### config.mk
export PLATFORM = sky130hd
export DESIGN_NAME = motion_sequencer
export DESIGN_NICKNAME = d
export VERILOG_FILES = /design/src/rtl/motion_sequencer.sv
export SDC_FILE = /design/constraint.sdc
export NUM_CORES = 1
export LEC_CHECK = 0
export BUFFER_PORTS_ARGS = -buffer_cell sky130_fd_sc_hd__buf_2
export CELL_PAD_IN_SITES_DETAIL_PLACEMENT = 1
export CELL_PAD_IN_SITES_GLOBAL_PLACEMENT = 2
export CORE_ASPECT_RATIO = 1.4
export CORE_MARGIN = 5
export CORE_UTILIZATION = 39
export CTS_CLUSTER_DIAMETER = 200
export DETAILED_ROUTE_END_ITERATION = 16
export PLACE_DENSITY_LB_ADDON = 0.15
export REMOVE_ABC_BUFFERS = 1
export SYNTH_ARGS = -nofsm -noshare
export SYNTH_HDL_FRONTEND = slang
export SYNTH_SLANG_ARGS = --single-unit
### constraint.sdc
create_clock -name clk -period 7.3 [get_ports clk]
set_input_delay 0.365 -clock clk [delete_from_list [all_inputs] [get_ports clk]]
set_output_delay 0.365 -clock clk [all_outputs]
set_load 0.02 [all_outputs]
### src/rtl/motion_sequencer.sv
// Command sequencer for a multi-axis stepper controller: buffers host commands,
// then strobes and supervises the stepper controller one command at a time.
module motion_sequencer #(
    parameter int DEPTH       = 4,
    parameter int ACK_TIMEOUT = 64
) (
    input  logic        clk,
    input  logic        reset_n,
    input  logic        cmd_valid,
    output logic        cmd_ready,
    input  logic [1:0]  cmd_type,
    input  logic [2:0]  cmd_home_axes,
    input  logic [31:0] cmd_step_1,
    input  logic [31:0] cmd_step_2,
    input  logic [31:0] cmd_step_3,
    input  logic [31:0] cmd_step_4,
    input  logic [31:0] cmd_speed_1,
    input  logic [31:0] cmd_speed_2,
    input  logic [31:0] cmd_speed_3,
    input  logic [31:0] cmd_speed_4,
    input  logic        motors_on,
    input  logic        abort,
    input  logic        fault_clr,
    input  logic        steppers_driving,
    output logic [31:0] stepper_step_in_1,
    output logic [31:0] stepper_step_in_2,
    output logic [31:0] stepper_step_in_3,
    output logic [31:0] stepper_step_in_4,
    output logic [31:0] stepper_speed_1,
    output logic [31:0] stepper_speed_2,
    output logic [31:0] stepper_speed_3,
    output logic [31:0] stepper_speed_4,
    output logic        homex,
    output logic        homey,
    output logic        homez,
    output logic        start_driving,
    output logic        start_homing,
    output logic        stepper_enable,
    output logic        cmd_done,
    output logic        busy,
    output logic        fault,
    output logic [4:0]  queue_count
);
    localparam int AW = $clog2(DEPTH);
    localparam int TW = $clog2(ACK_TIMEOUT + 1);

    typedef enum logic [2:0] {S_IDLE, S_LOAD, S_ARM, S_RUN, S_DONE} state_t;

    logic [1:0]   type_mem  [DEPTH];
    logic [2:0]   axes_mem  [DEPTH];
    logic [127:0] step_mem  [DEPTH];
    logic [127:0] speed_mem [DEPTH];

    logic [AW-1:0] wr_ptr_q, rd_ptr_q;
    logic [4:0]    count_q;
    state_t        state_q, state_d;
    logic [TW-1:0] tmo_q, tmo_d;
    logic          fault_q, fault_d, fault_set;
    logic          en_q, home_mode_q;
    logic [127:0]  step_q, speed_q;
    logic [2:0]    home_q;

    logic [1:0]    head_type;
    logic [2:0]    head_axes;
    logic [127:0]  head_step;
    logic          head_noop, push, pop, strobe_on;

    assign head_type = type_mem[rd_ptr_q];
    assign head_axes = axes_mem[rd_ptr_q];
    assign head_step = step_mem[rd_ptr_q];
    assign head_noop = ((head_type == 2'd0) && (head_step == '0)) ||
                       ((head_type == 2'd1) && (head_axes == 3'b000));

    assign cmd_ready = reset_n & ~abort & (count_q < 5'(DEPTH));
    assign push      = cmd_valid & cmd_ready;
    assign pop       = (state_q == S_LOAD);

    // Storage only; occupancy and pointers carry the reset.
    always_ff @(posedge clk) begin
        if (push) begin
            type_mem[wr_ptr_q]  <= cmd_type;
            axes_mem[wr_ptr_q]  <= cmd_home_axes;
            step_mem[wr_ptr_q]  <= {cmd_step_4, cmd_step_3, cmd_step_2, cmd_step_1};
            speed_mem[wr_ptr_q] <= {cmd_speed_4, cmd_speed_3, cmd_speed_2, cmd_speed_1};
        end
    end

    always_ff @(posedge clk or negedge reset_n) begin
        if (!reset_n) begin
            wr_ptr_q <= '0;
            rd_ptr_q <= '0;
            count_q  <= '0;
        end else if (abort) begin
            rd_ptr_q <= wr_ptr_q;
            count_q  <= '0;
        end else begin
            if (push) wr_ptr_q <= wr_ptr_q + AW'(1);
            if (pop)  rd_ptr_q <= rd_ptr_q + AW'(1);
            count_q <= count_q + 5'(push) - 5'(pop);
        end
    end

    always_comb begin
        state_d   = state_q;
        tmo_d     = '0;
        fault_set = 1'b0;
        case (state_q)
            S_IDLE: if (count_q != '0 && !abort) state_d = S_LOAD;
            S_LOAD: begin
                if (head_type[1]) begin
                    state_d   = S_DONE;
                    fault_set = 1'b1;
                end else if (head_noop) begin
                    state_d = S_DONE;
                end else begin
                    state_d = S_ARM;
                end
            end
            S_ARM: begin
                if (abort) begin
                    state_d = S_DONE;
                end else if (steppers_driving) begin
                    state_d = S_RUN;
                end else if (tmo_q == TW'(ACK_TIMEOUT - 1)) begin
                    state_d   = S_DONE;
                    fault_set = 1'b1;
                end else begin
                    tmo_d = tmo_q + TW'(1);
                end
            end
            S_RUN:  if (abort || !steppers_driving) state_d = S_DONE;
            S_DONE: state_d = S_IDLE;
            default: state_d = S_IDLE;
        endcase
        // A new fault event outranks a simultaneous clear.
        fault_d = fault_set | (fault_q & ~fault_clr);
    end

    always_ff @(posedge clk or negedge reset_n) begin
        if (!reset_n) begin
            state_q     <= S_IDLE;
            tmo_q       <= '0;
            fault_q     <= 1'b0;
            en_q        <= 1'b0;
            home_mode_q <= 1'b0;
            step_q      <= '0;
            speed_q     <= '0;
            home_q      <= '0;
        end else begin
            state_q <= state_d;
            tmo_q   <= tmo_d;
            fault_q <= fault_d;
            en_q    <= motors_on | (state_d != S_IDLE);
            if (state_q == S_LOAD) begin
                home_mode_q <= (head_type == 2'd1);
                step_q      <= head_step;
                speed_q     <= speed_mem[rd_ptr_q];
                home_q      <= (head_type == 2'd1) ? head_axes : 3'b000;
            end
        end
    end

    assign strobe_on     = (state_q == S_ARM) || (state_q == S_RUN);
    assign start_driving = strobe_on & ~home_mode_q;
    assign start_homing  = strobe_on & home_mode_q;
    assign cmd_done      = (state_q == S_DONE);
    assign busy          = (count_q != '0) || (state_q != S_IDLE);
    assign fault         = fault_q;
    assign queue_count   = count_q;
    assign stepper_enable = en_q;

    assign {stepper_step_in_4, stepper_step_in_3, stepper_step_in_2, stepper_step_in_1} = step_q;
    assign {stepper_speed_4, stepper_speed_3, stepper_speed_2, stepper_speed_1}         = speed_q;
    assign {homez, homey, homex} = home_q;

endmodule

==> results of run 1 <==
## cells in the mapped netlist, types with 3 or more instances
cell type,n
xnor2_1,6
a21oi_1,3
or4_1,3
nor3_1,10
and3_1,4
a22o_1,3
ha_1,12
nand4_1,7
inv_1,11
buf_1,16
nor4_1,32
buf_4,12
nand2_1,777
xor2_1,3
dfrtp_1,281
nor2b_1,4
o21ai_1,6
buf_6,5
mux4_2,261
clkbuf_1,57
and2_1,4
edfxtp_1,1044
buf_2,27
nor2_1,12
nand3_1,5
## state kept, by name (all words and copies together), names as in the netlist
register	flops
speed_mem	512
step_mem	512
speed_q	128
step_q	128
axes_mem	12
type_mem	8
tmo_q	7
queue_count	5
home_q	3
state_q	3
rd_ptr_q	2
wr_ptr_q	2
fault	1
home_mode_q	1
stepper_enable	1
## logic make-up after synthesis
group | after synthesis | share of synthesized area [%]
DFF | 1325 | 78.87
and+or+nand+nor | 860 | 6.967
muxes | 263 | 12.12
buffers and inverters | 129 | 1.234
AOI/OAI and AO/OA | 22 | 0.2982
adders and majority gates | 13 | 0.3496
xor gates and xnor gates | 9 | 0.1620
## stage by stage
stage	cell area [sq um]	power [mW]	hold WS [ns]	setup TNS [ns]	worst slack [ns]
2_1_floorplan	48110	14.64	0.06941	-1896.20	-4.411
3_3_place_gp	53280	16.12	0.2653	0	3.020
3_5_place_dp	53280	16.27	0.2682	0	3.052
4_1_cts	60340	23.33	0.02911	0	3.042
5_1_grt	60350	24.15	0.08045	0	2.883
6_report	60370	22.89	0.08663	0	3.277
## worst max-delay path by stage
| stage | slack (ns) | from | end | depth (start not counted) |
|---|---|---|---|---|
| 2_1_floorplan | -4.41 | rd_ptr_q[0] | state_q[2] | 5 |
| 5_1_grt | 2.88 | rd_ptr_q[0] | state_q[1] | 7 |
| 3_3_place_gp | 3.02 | rd_ptr_q[0] | state_q[1] | 7 |
| 6_report | 3.28 | rd_ptr_q[0] | state_q[1] | 7 |
| 3_5_place_dp | 3.05 | rd_ptr_q[0] | state_q[1] | 7 |
| 4_1_cts | 3.04 | rd_ptr_q[0] | state_q[1] | 7 |
## report_power, final
part           internal (mW)  switching (mW)  leakage [nW]
registers               9.13           0.635          12.9
clock network           3.97            2.85          2.15
logic                   2.45            3.85          7.72
## metal layers
metal | vias up | GRT usage, % | wire length, um
met1 | 13830 | 25.69 | 53100
met3 | 182 | 4.482 | 7837
li1 | 11620 | - | -
met5 | - | 0 | 80
met2 | 717 | 31.78 | 62770
met4 | 12 | 4.899 | 2704
## area by class of cell
| type | count | share of cell area [%] |
|---|---|---|
| flip-flops and latches | 1325 | 63.59 |
| multi-input cells | 1167 | 16.09 |
| repair buffers | 831 | 9.533 |
| clock buffers | 199 | 6.468 |
| well taps | 1627 | 3.372 |
| clock inverters | 49 | 0.8062 |
| inverters | 12 | 0.08704 |
| diodes | 15 | 0.06217 |
## what timing repair did
action	CTS	global route
hold buffers	266	0
resized for setup	0	0
endpoints found under the hold margin	1091	0
endpoints found under the setup margin	0	0
==> impl_metrics.yaml, run 1 <==
status:
  status: "complete, no violations"
yosys:
  synth_area_per_cell_sq_um: 18.57
  ys_seq_elements: 1325
  netlist_area_sq_mm: 0.04867
  yosysSeqAreaShare_pct: 78.87
  synth_edf_count: 1044
  netlist_instances: 2621
  synth_cell_types: 37
  synth_top_cells_by_area: "edfxtp_1 (64%), dfrtp_1 (14%), mux4_2 (12%), nand2_1 (6.0%), clkbuf_1 (0.44%)"
  synthFlopType: "edfxtp_1"
  synth_warnings: 0
  synth_top_area_share_pct: 64.42
  synth_largest_area_cell: "edfxtp_1"
  async_flop_share_pct: 21.21
timing:
  worst_slew_margin_rel_pct: 22.65
  layout_min_cycle_time_ns: 4.023
  report.final.hold_viol_count: 0
  rsz0062_at_grt: "no"
  setup_violations: 0
  skew_ns: 0.02871
  fin_crit_sh_pct: 55.11
  tightest_slew_ns: 1.160
  max_freq_mhz: 248.6
  finalMaxSlewViolations: 0
global_routing:
  grt_overflow: 0
  grt_antenna_before_repair: 29
  grt.total_usage_pct: 19.14
  grt_pass1_wl_um: 190300
  grt_pass1_vias: 29250
  grt_start_max_net_pins: 134
setup_path:
  r2r_start: "rd_ptr_q[0]"
  crit_top_cell: "nor4_1"
  cp_slowest_stage_delay_ns: 0.86
  crit_required_ns: 7.92
  reg2reg_to: "state_q[1]"
  worstPathArrival_ns: 4.64
  critical_path_buf_inv_count: 1
  path_cells: "buf_4 -> mux4_2 -> nor4_1 -> nand4_1 -> nor4_1 -> a31oi_1 -> o2bb2ai_1"
  worstSetupPathType: "reg -> reg"
  r2r_slack_ns: 3.28
  start_kind: "flop"
  crit_path_max_fanout: 32
  cp_top_family: "simple AND/OR/NAND/NOR gates"
  worst-r2r-cell-count: 7
  crit_slowest_cell: "dfrtp_4"
  crit_path_end_kind: "flop"
die:
  start_util_pct: 39.23
  core_sq_mm: 0.1240
  die-width_um: 308.6
  pin_count: 539
  num_rows: 153
  die_y_um: 428.0
  dieArea_sq_mm: 0.1321
route:
  via_per_inst: 5.046
  routed_wl_um: 126500
  drt_iter0_drc: 1691
  post_drt_wl_per_cell_um: 24.21
  firstDrtPassIters: 5
  postRouteAntennaNets: 0
  drc: 0
  vias: 26370
clock_tree:
  cts-root-buf: "clkbuf_16"
  clock_sinks: 1325
  htree_levels: 4
  cts_setup_buffers: 0
  cts_tree: "yes"
  cts.clk_slew.worst_paths_ns: 0.06
  clk_latency_ns: 0.75
  clk_path_buf_depth: 3
  cts_buffers: 134
placed_design:
  place.port_buffers: 538
  dp.final_hpwl_um: 76770
  dp.cells: 4696
  gp_congestion: 0.7483
final_layout:
  syn_to_final_growth_pct: 24.06
  final_common_cell: "edfxtp_1"
  ff_latch_area_sq_mm: 0.03839
  utilization_pct: 48.67
  finalNonFillerCells: 5225
  drive_gt1_share_pct: 28.89
  layout.nets: 3752
  fillCellCount: 11800
  multiInputGateArea_sq_mm: 0.009712
  layout_common_cells: "edfxtp_1 (1044), nand2_1 (776), buf_2 (537), dfrtp_1 (279), dlygate4sd3_1 (266)"
pwr:
  peakVddDrop_v: 0.0002418
  powerDensity_mw_per_mm2: 379.1
  power_leakage_nw: 22.80
worst_hold_path:
  hp-class: "in -> async"
run:
  drv_cap: 0
Note: power is estimated with default switching activity, not from simulation.
==> inputs of run 2 (changes only) <==
- ABC_AREA: unset -> 1
- CORE_UTILIZATION: 39 -> 36
- clock period: 7.3 -> 3.4 ns (I/O delays scaled with it)
==> run 2 against run 1 <==
Net effect:
- first-iteration DRC count grew 9.0%
- sequential share of layout area shrank 2.3 points
- cell count grew 29%
- non-clock buffer count grew 77
- flip-flop and latch count is the same
- sequential power grew 110%
- clock skew grew 0.0063 ns
- routed wire length grew 16%
- synthesized cell count grew 53%
- critical path type unchanged
- critical endpoint is now stepper_enable
- highest routed layer unchanged
==> impl_metrics.yaml, run 2 <==
worst_hold_path:
  hp-class: "in -> reg"
pwr:
  p_clk_share_pct: 29.8
  peakVddDrop_v: 0.0005503
  p_switching_mw: 18.82
  powerDensity_mw_per_mm2: 839.1
  power_leakage_nw: 24.50
  sequentialPowerShare_pct: 39.6
  intPower_mw: 33.74
  p_comb_share_pct: 30.6
  swShare_pct: 35.81
die:
  core_sq_mm: 0.1388
  dieArea_sq_mm: 0.1469
  pin_count: 539
  start_util_pct: 36.09
  die-width_um: 325.3
  num_rows: 162
  die_y_um: 451.4
yosys:
  synth_commonest_cells: "nand2_1 (1243), edfxtp_1 (1044), o21ai_0 (392), nor2_1 (317), dfrtp_1 (281)"
  synthMuxAreaShare_pct: 0
  netlist_instances: 4003
  netlist_area_sq_mm: 0.05011
  yosysSeqAreaShare_pct: 76.59
  synth-compound-area-share_pct: 5.808
  synth_edf_count: 1044
  synthFlopType: "edfxtp_1"
  ys_seq_elements: 1325
  synth_top_family_by_area: "simple AND/OR/NAND/NOR gates"
  synth_top_cells_by_area: "edfxtp_1 (63%), dfrtp_1 (14%), nand2_1 (9.3%), o21ai_0 (3.9%), nand3_1 (2.6%)"
  synth_largest_area_cell: "edfxtp_1"
  async_flop_share_pct: 21.21
  synth_xor_area_share_pct: 0.05243
  synth_cell_types: 34
  synth_warnings: 0
  yosysMostFrequentCell: "nand2_1"
  synth-simple-area-share_pct: 14.62
  synth_top_area_share_pct: 62.56
  synthAdderAreaFrac_pct: 0.3396
  synth_area_per_cell_sq_um: 12.52
status:
  status: "complete, no violations"
setup_path:
  crit_path_max_fanout: 71
  crit_path_end_kind: "flop"
  crit_required_ns: 4.03
  worstSetupPathType: "reg -> reg"
  start_kind: "flop"
  worstPathArrival_ns: 3.75
route:
  firstDrtPassIters: 5
  routed_wl_um: 146500
  postRouteAntennaNets: 0
  drt_iter0_drc: 1844
  via_per_inst: 4.949
  drc: 0
  vias: 33470
  post_drt_wl_per_cell_um: 21.66
final_layout:
  final_common_cell: "nand2_1"
  syn_to_final_growth_pct: 25.01
  layout.nets: 5099
  finalNonFillerCells: 6763
  drive_gt1_share_pct: 17.37
  reg_top3: "speed_mem (512), step_mem (512)"
  fillCellCount: 14600
  utilization_pct: 45.12
  layout_common_cells: "nand2_1 (1243), edfxtp_1 (1044), buf_2 (537), o21ai_0 (392), nor2_1 (312)"
  multiInputGateArea_sq_mm: 0.01047
  ff_latch_area_sq_mm: 0.03839
clock_tree:
  clock_sinks: 1325
  clk_latency_ns: 0.78
  clk_path_buf_depth: 3
  cts.clk_slew.worst_paths_ns: 0.06
  htree_levels: 4
  cts_buffers: 137
  cts-root-buf: "clkbuf_16"
  cts_tree: "yes"
timing:
  max_freq_mhz: 320.2
  worst_slew_margin_rel_pct: 34.37
  layout_min_cycle_time_ns: 3.123
  hold_slack_ns: 0.1488
  report.final.hold_viol_count: 0
  tightest_slew_ns: 0.9844
  skew_ns: 0.03497
  setup_violations: 0
  rsz0062_at_grt: "no"
  finalMaxSlewViolations: 0
  setup_tns_ns: 0
  fin_crit_sh_pct: 91.84
global_routing:
  grt_overflow: 0
  grt_start_max_net_pins: 129
  grt.total_usage_pct: 19.68
  grt_pass1_vias: 35710
  grt_antenna_before_repair: 33
  grt_pass1_wl_um: 221700
placed_design:
  gp_congestion: 0.7299
  place.port_buffers: 538
  dp.cells: 6211
  dp.final_hpwl_um: 90080
run:
  drv_cap: 0
-- run 2: critical path, stage by stage (launching register included) --
cell and delay, ns:
dfrtp_4 0.53, buf_4 0.17, buf_12 0.16, buf_12 0.19, nand2_1 0.11, nand3_1 0.08, nand2_1 0.13, nand2_1 0.07
nor2_1 0.21, nand2_1 0.15, nor2_1 0.22, nand2_1 0.10, nor2_2 0.23, nand3_1 0.22, nand3_1 0.12, nand2_1 0.07
clkinv_1 0.06, nand3_1 0.07
-- run 2: path summary, 6_finish.rpt --
| path | start | depth (start not counted) | slack [ns] | to |
|---|---|---|---|---|
| min reg2reg | tmo_q[0] | 1 | 0.47 | tmo_q[0] |
| max in group asynchronous | reset_n | 4 | 1.91 | step_q[67] |
| max | rd_ptr_q[0] | 17 | 0.28 | stepper_enable |
| min | cmd_speed_2[10] | 2 | 0.15 | speed_mem[2][42] |
| max reg2reg | rd_ptr_q[0] | 17 | 0.28 | stepper_enable |
| min in group asynchronous | reset_n | 3 | 0.16 | step_q[114] |
-- run 2: what timing repair did --
| item | CTS | global route |
|---|---|---|
| resized for setup | 1 | 0 |
| endpoints found under the hold margin | 1245 | 0 |
| endpoints found under the setup margin | 1 | 1 |
| buffers inserted | 0 | 3 |
| hold buffers | 269 | 0 |
-- run 2: cell type report --
class	count	area share [%]
Multi-Input combinational cell	2406	16.72
Clock inverter	59	1.122
Timing Repair Buffer	908	10.50
Sequential cell	1325	61.28
Tap cell	1804	3.603
Antenna cell	25	0.09987
Inverter	40	0.2836
Clock buffer	196	6.389
-- run 2: metrics by stage --
stage	area [sq um]	setup slack [ns]	power [mW]
2_1_floorplan	48970	-16.43	29.96
3_3_place_gp	55160	-0.05477	37.10
3_5_place_dp	55160	-0.07717	37.29
4_1_cts	62560	0.05410	53.47
5_1_grt	62610	0.07504	55.81
6_report	62640	0.2774	52.57
-- run 2: logic make-up (layout without fill, tap and decap cells) --
group	after synthesis	in the layout
flops	1325	1325
other cells	0	25
buf+inv	272	1203
xor+xnor	3	3
simple gates	1848	1848
fa+ha+maj	13	13
compound gates	542	542
-- run 2: power groups by stage --
stage               Combinational, mW  Sequential [mW]  Clock, mW
floorplan                        6.68             23.3          0
global route                     18.0             21.0       16.8
global placement                 16.0             21.1          0
detailed placement               16.2             21.1          0
finish                           16.1             20.8       15.7
CTS                              16.5             20.8       16.1
-- run 2: metal layers --
metal,track usage (%),vias to the layer above,part of all wire (%)
met3,4.517,186,5.0
met1,24.76,16940,43
met5,0,-,0.070
met4,5.559,16,2.1
met2,34.24,660,50
li1,-,15670,-
==> inputs of run 3 (changes only) <==
- CORE_UTILIZATION: 36 -> 40
- clock period: 3.4 -> 3 ns (I/O delays scaled with it)
==> run 3 against run 2 <==
Net effect:
- hold slack got worse by 0.083 ns
- routed wire length shrank 1.5%
- flip-flop and latch count stayed put
- clock skew shrank 0.0044 ns
- critical path depth is 3 lower
- first-iteration DRC count rose by 6.3%
- utilization is 5.0 points higher
- cell area fell by 0.52%
- die area decreased by 9.7%
==> impl_metrics.yaml, run 3 (synthesis gave the netlist of run 2 again) <==
pwr:
  p_total_mw: 58.70
  power_leakage_nw: 24.42
  peakVddDrop_v: 0.0006034
  powerDensity_mw_per_mm2: 941.8
timing:
  fin_crit_sh_pct: 91.93
  finalMaxSlewViolations: 0
  rsz0062_at_grt: "no"
  setup_violations: 0
  max_freq_mhz: 362.6
  report.final.hold_viol_count: 0
  layout_min_cycle_time_ns: 2.758
  tightest_slew_ns: 0.8605
  skew_ns: 0.03054
  worst_slew_margin_rel_pct: 42.63
die:
  core_sq_mm: 0.1244
  die_y_um: 428.8
  pin_count: 539
  die-width_um: 309.1
  dieArea_sq_mm: 0.1326
  num_rows: 153
  start_util_pct: 40.27
global_routing:
  grt_start_max_net_pins: 116
  grt_pass1_vias: 35860
  grt_overflow: 0
  grt.total_usage_pct: 21.50
  grt_pass1_wl_um: 218900
  grt_antenna_before_repair: 38
clock_tree:
  cts-root-buf: "clkbuf_16"
  htree_levels: 4
  cts_buffers: 133
  clk_latency_ns: 0.77
  cts_tree: "yes"
  clock_sinks: 1325
  clk_path_buf_depth: 3
  cts.clk_slew.worst_paths_ns: 0.06
final_layout:
  final_common_cell: "nand2_1"
  fillCellCount: 12970
  ff_latch_area_sq_mm: 0.03839
  layout.nets: 5100
  reg_top3: "speed_mem (512), step_mem (512)"
  finalNonFillerCells: 6584
  drive_gt1_share_pct: 17.30
  syn_to_final_growth_pct: 24.37
  multiInputGateArea_sq_mm: 0.01048
  layout_common_cells: "nand2_1 (1243), edfxtp_1 (1044), buf_2 (537), o21ai_0 (392), nor2_1 (311)"
setup_path:
  worstSetupPathType: "reg -> reg"
  crit_path_end_kind: "flop"
  worstPathArrival_ns: 3.38
  crit_path_max_fanout: 45
  start_kind: "flop"
  crit_required_ns: 3.62
route:
  firstDrtPassIters: 5
  routed_wl_um: 144200
  postRouteAntennaNets: 0
  drt_iter0_drc: 1961
  vias: 33760
  via_per_inst: 5.127
  drc: 0
  post_drt_wl_per_cell_um: 21.91
run:
  drv_cap: 0
worst_hold_path:
  hp-class: "in -> async"
placed_design:
  dp.final_hpwl_um: 88620
  place.port_buffers: 538
  gp_congestion: 0.7466
  dp.cells: 6041
status:
  status: "complete, no violations"
==> run 3: changes by cell type in the layout (fill, tap and decap cells not counted), sizes merged <==
cell and change:
buf +5, bufinv -8, clkinv -3, clkinvlp +1
clkbuf +3
==> run 3: critical path, stage by stage (launching register included) <==
cell      delay, ns
dfrtp_4        0.55
inv_8          0.28
buf_4          0.27
nand3_1        0.09
nand2_1        0.11
nand4_1        0.26
nor2_1         0.21
nand2_1        0.15
nor2_1         0.12
buf_4          0.15
nand3_1        0.11
nand3_1        0.09
nand2_1        0.08
clkinv_1       0.06
nand3_1        0.07
==> run 3: layer usage <==
metal / up-vias / wire (um) / global-route usage [%]
met3: 218 / 7315 / 4.401
li1: 15640 / - / -
met4: 24 / 3821 / 6.832
met2: 798 / 71990 / 36.80
met1: 17080 / 60960 / 27.54
met5: - / 157 / 0
==> run 3: stage by stage <==
stage	hold WS [ns]	util (%)	instance area, sq um	worst slack [ns]	setup TNS [ns]
after CTS	0.02483	50.01	62230	0.01508	0
after floorplan	-0.1456	-	48970	-16.83	-
after detailed placement	0.2754	44.31	55130	-0.1449	-0.1664
after global placement	0.2737	44.31	55130	-0.1755	-0.2437
final	0.06608	50.08	62320	0.2422	0
after global routing	0.07235	50.07	62300	0.0008591	0
==> run 3: path summary, 6_finish.rpt <==
kind                           startpoint  slack [ns]  cells past startpoint               end
setup / recovery              rd_ptr_q[1]        0.24                     14    stepper_enable
hold / removal                    reset_n        0.07                      3        step_q[15]
setup reg to reg              rd_ptr_q[1]        0.24                     14    stepper_enable
hold reg to reg                  tmo_q[0]        0.47                      1          tmo_q[0]
max in group asynchronous         reset_n        1.69                      4       rd_ptr_q[0]
min in group clk           cmd_speed_2[0]        0.13                      2  speed_mem[0][32]
==> run 3: where the power goes <==
group          switching (mW)  total, mW  leakage [nW]  internal (mW)
registers                1.44       23.6          12.9           22.2
logic                    12.9       18.4          9.36           5.49
clock network            7.02       16.7          2.15           9.69
total                    21.3       58.7          24.4           37.4
==> run 3: final cells by class <==
type / instances / area share (%)
timing repair buffer: 913 / 10.86
inverter: 40 / 0.2911
multi-input combinational: 2406 / 16.82
tap: 1627 / 3.266
antenna: 25 / 0.1004
sequential: 1325 / 61.60
clock buffer: 199 / 6.284
clock inverter: 49 / 0.7790
==> run 3: what timing repair did <==
action	in CTS	in global routing
hold buffers	269	0
gates cloned	0	0
gates resized for setup	1	5
endpoints found under the hold margin	1130	0
pin swaps	0	1
setup buffers	0	1
setup endpoints to repair	3	3
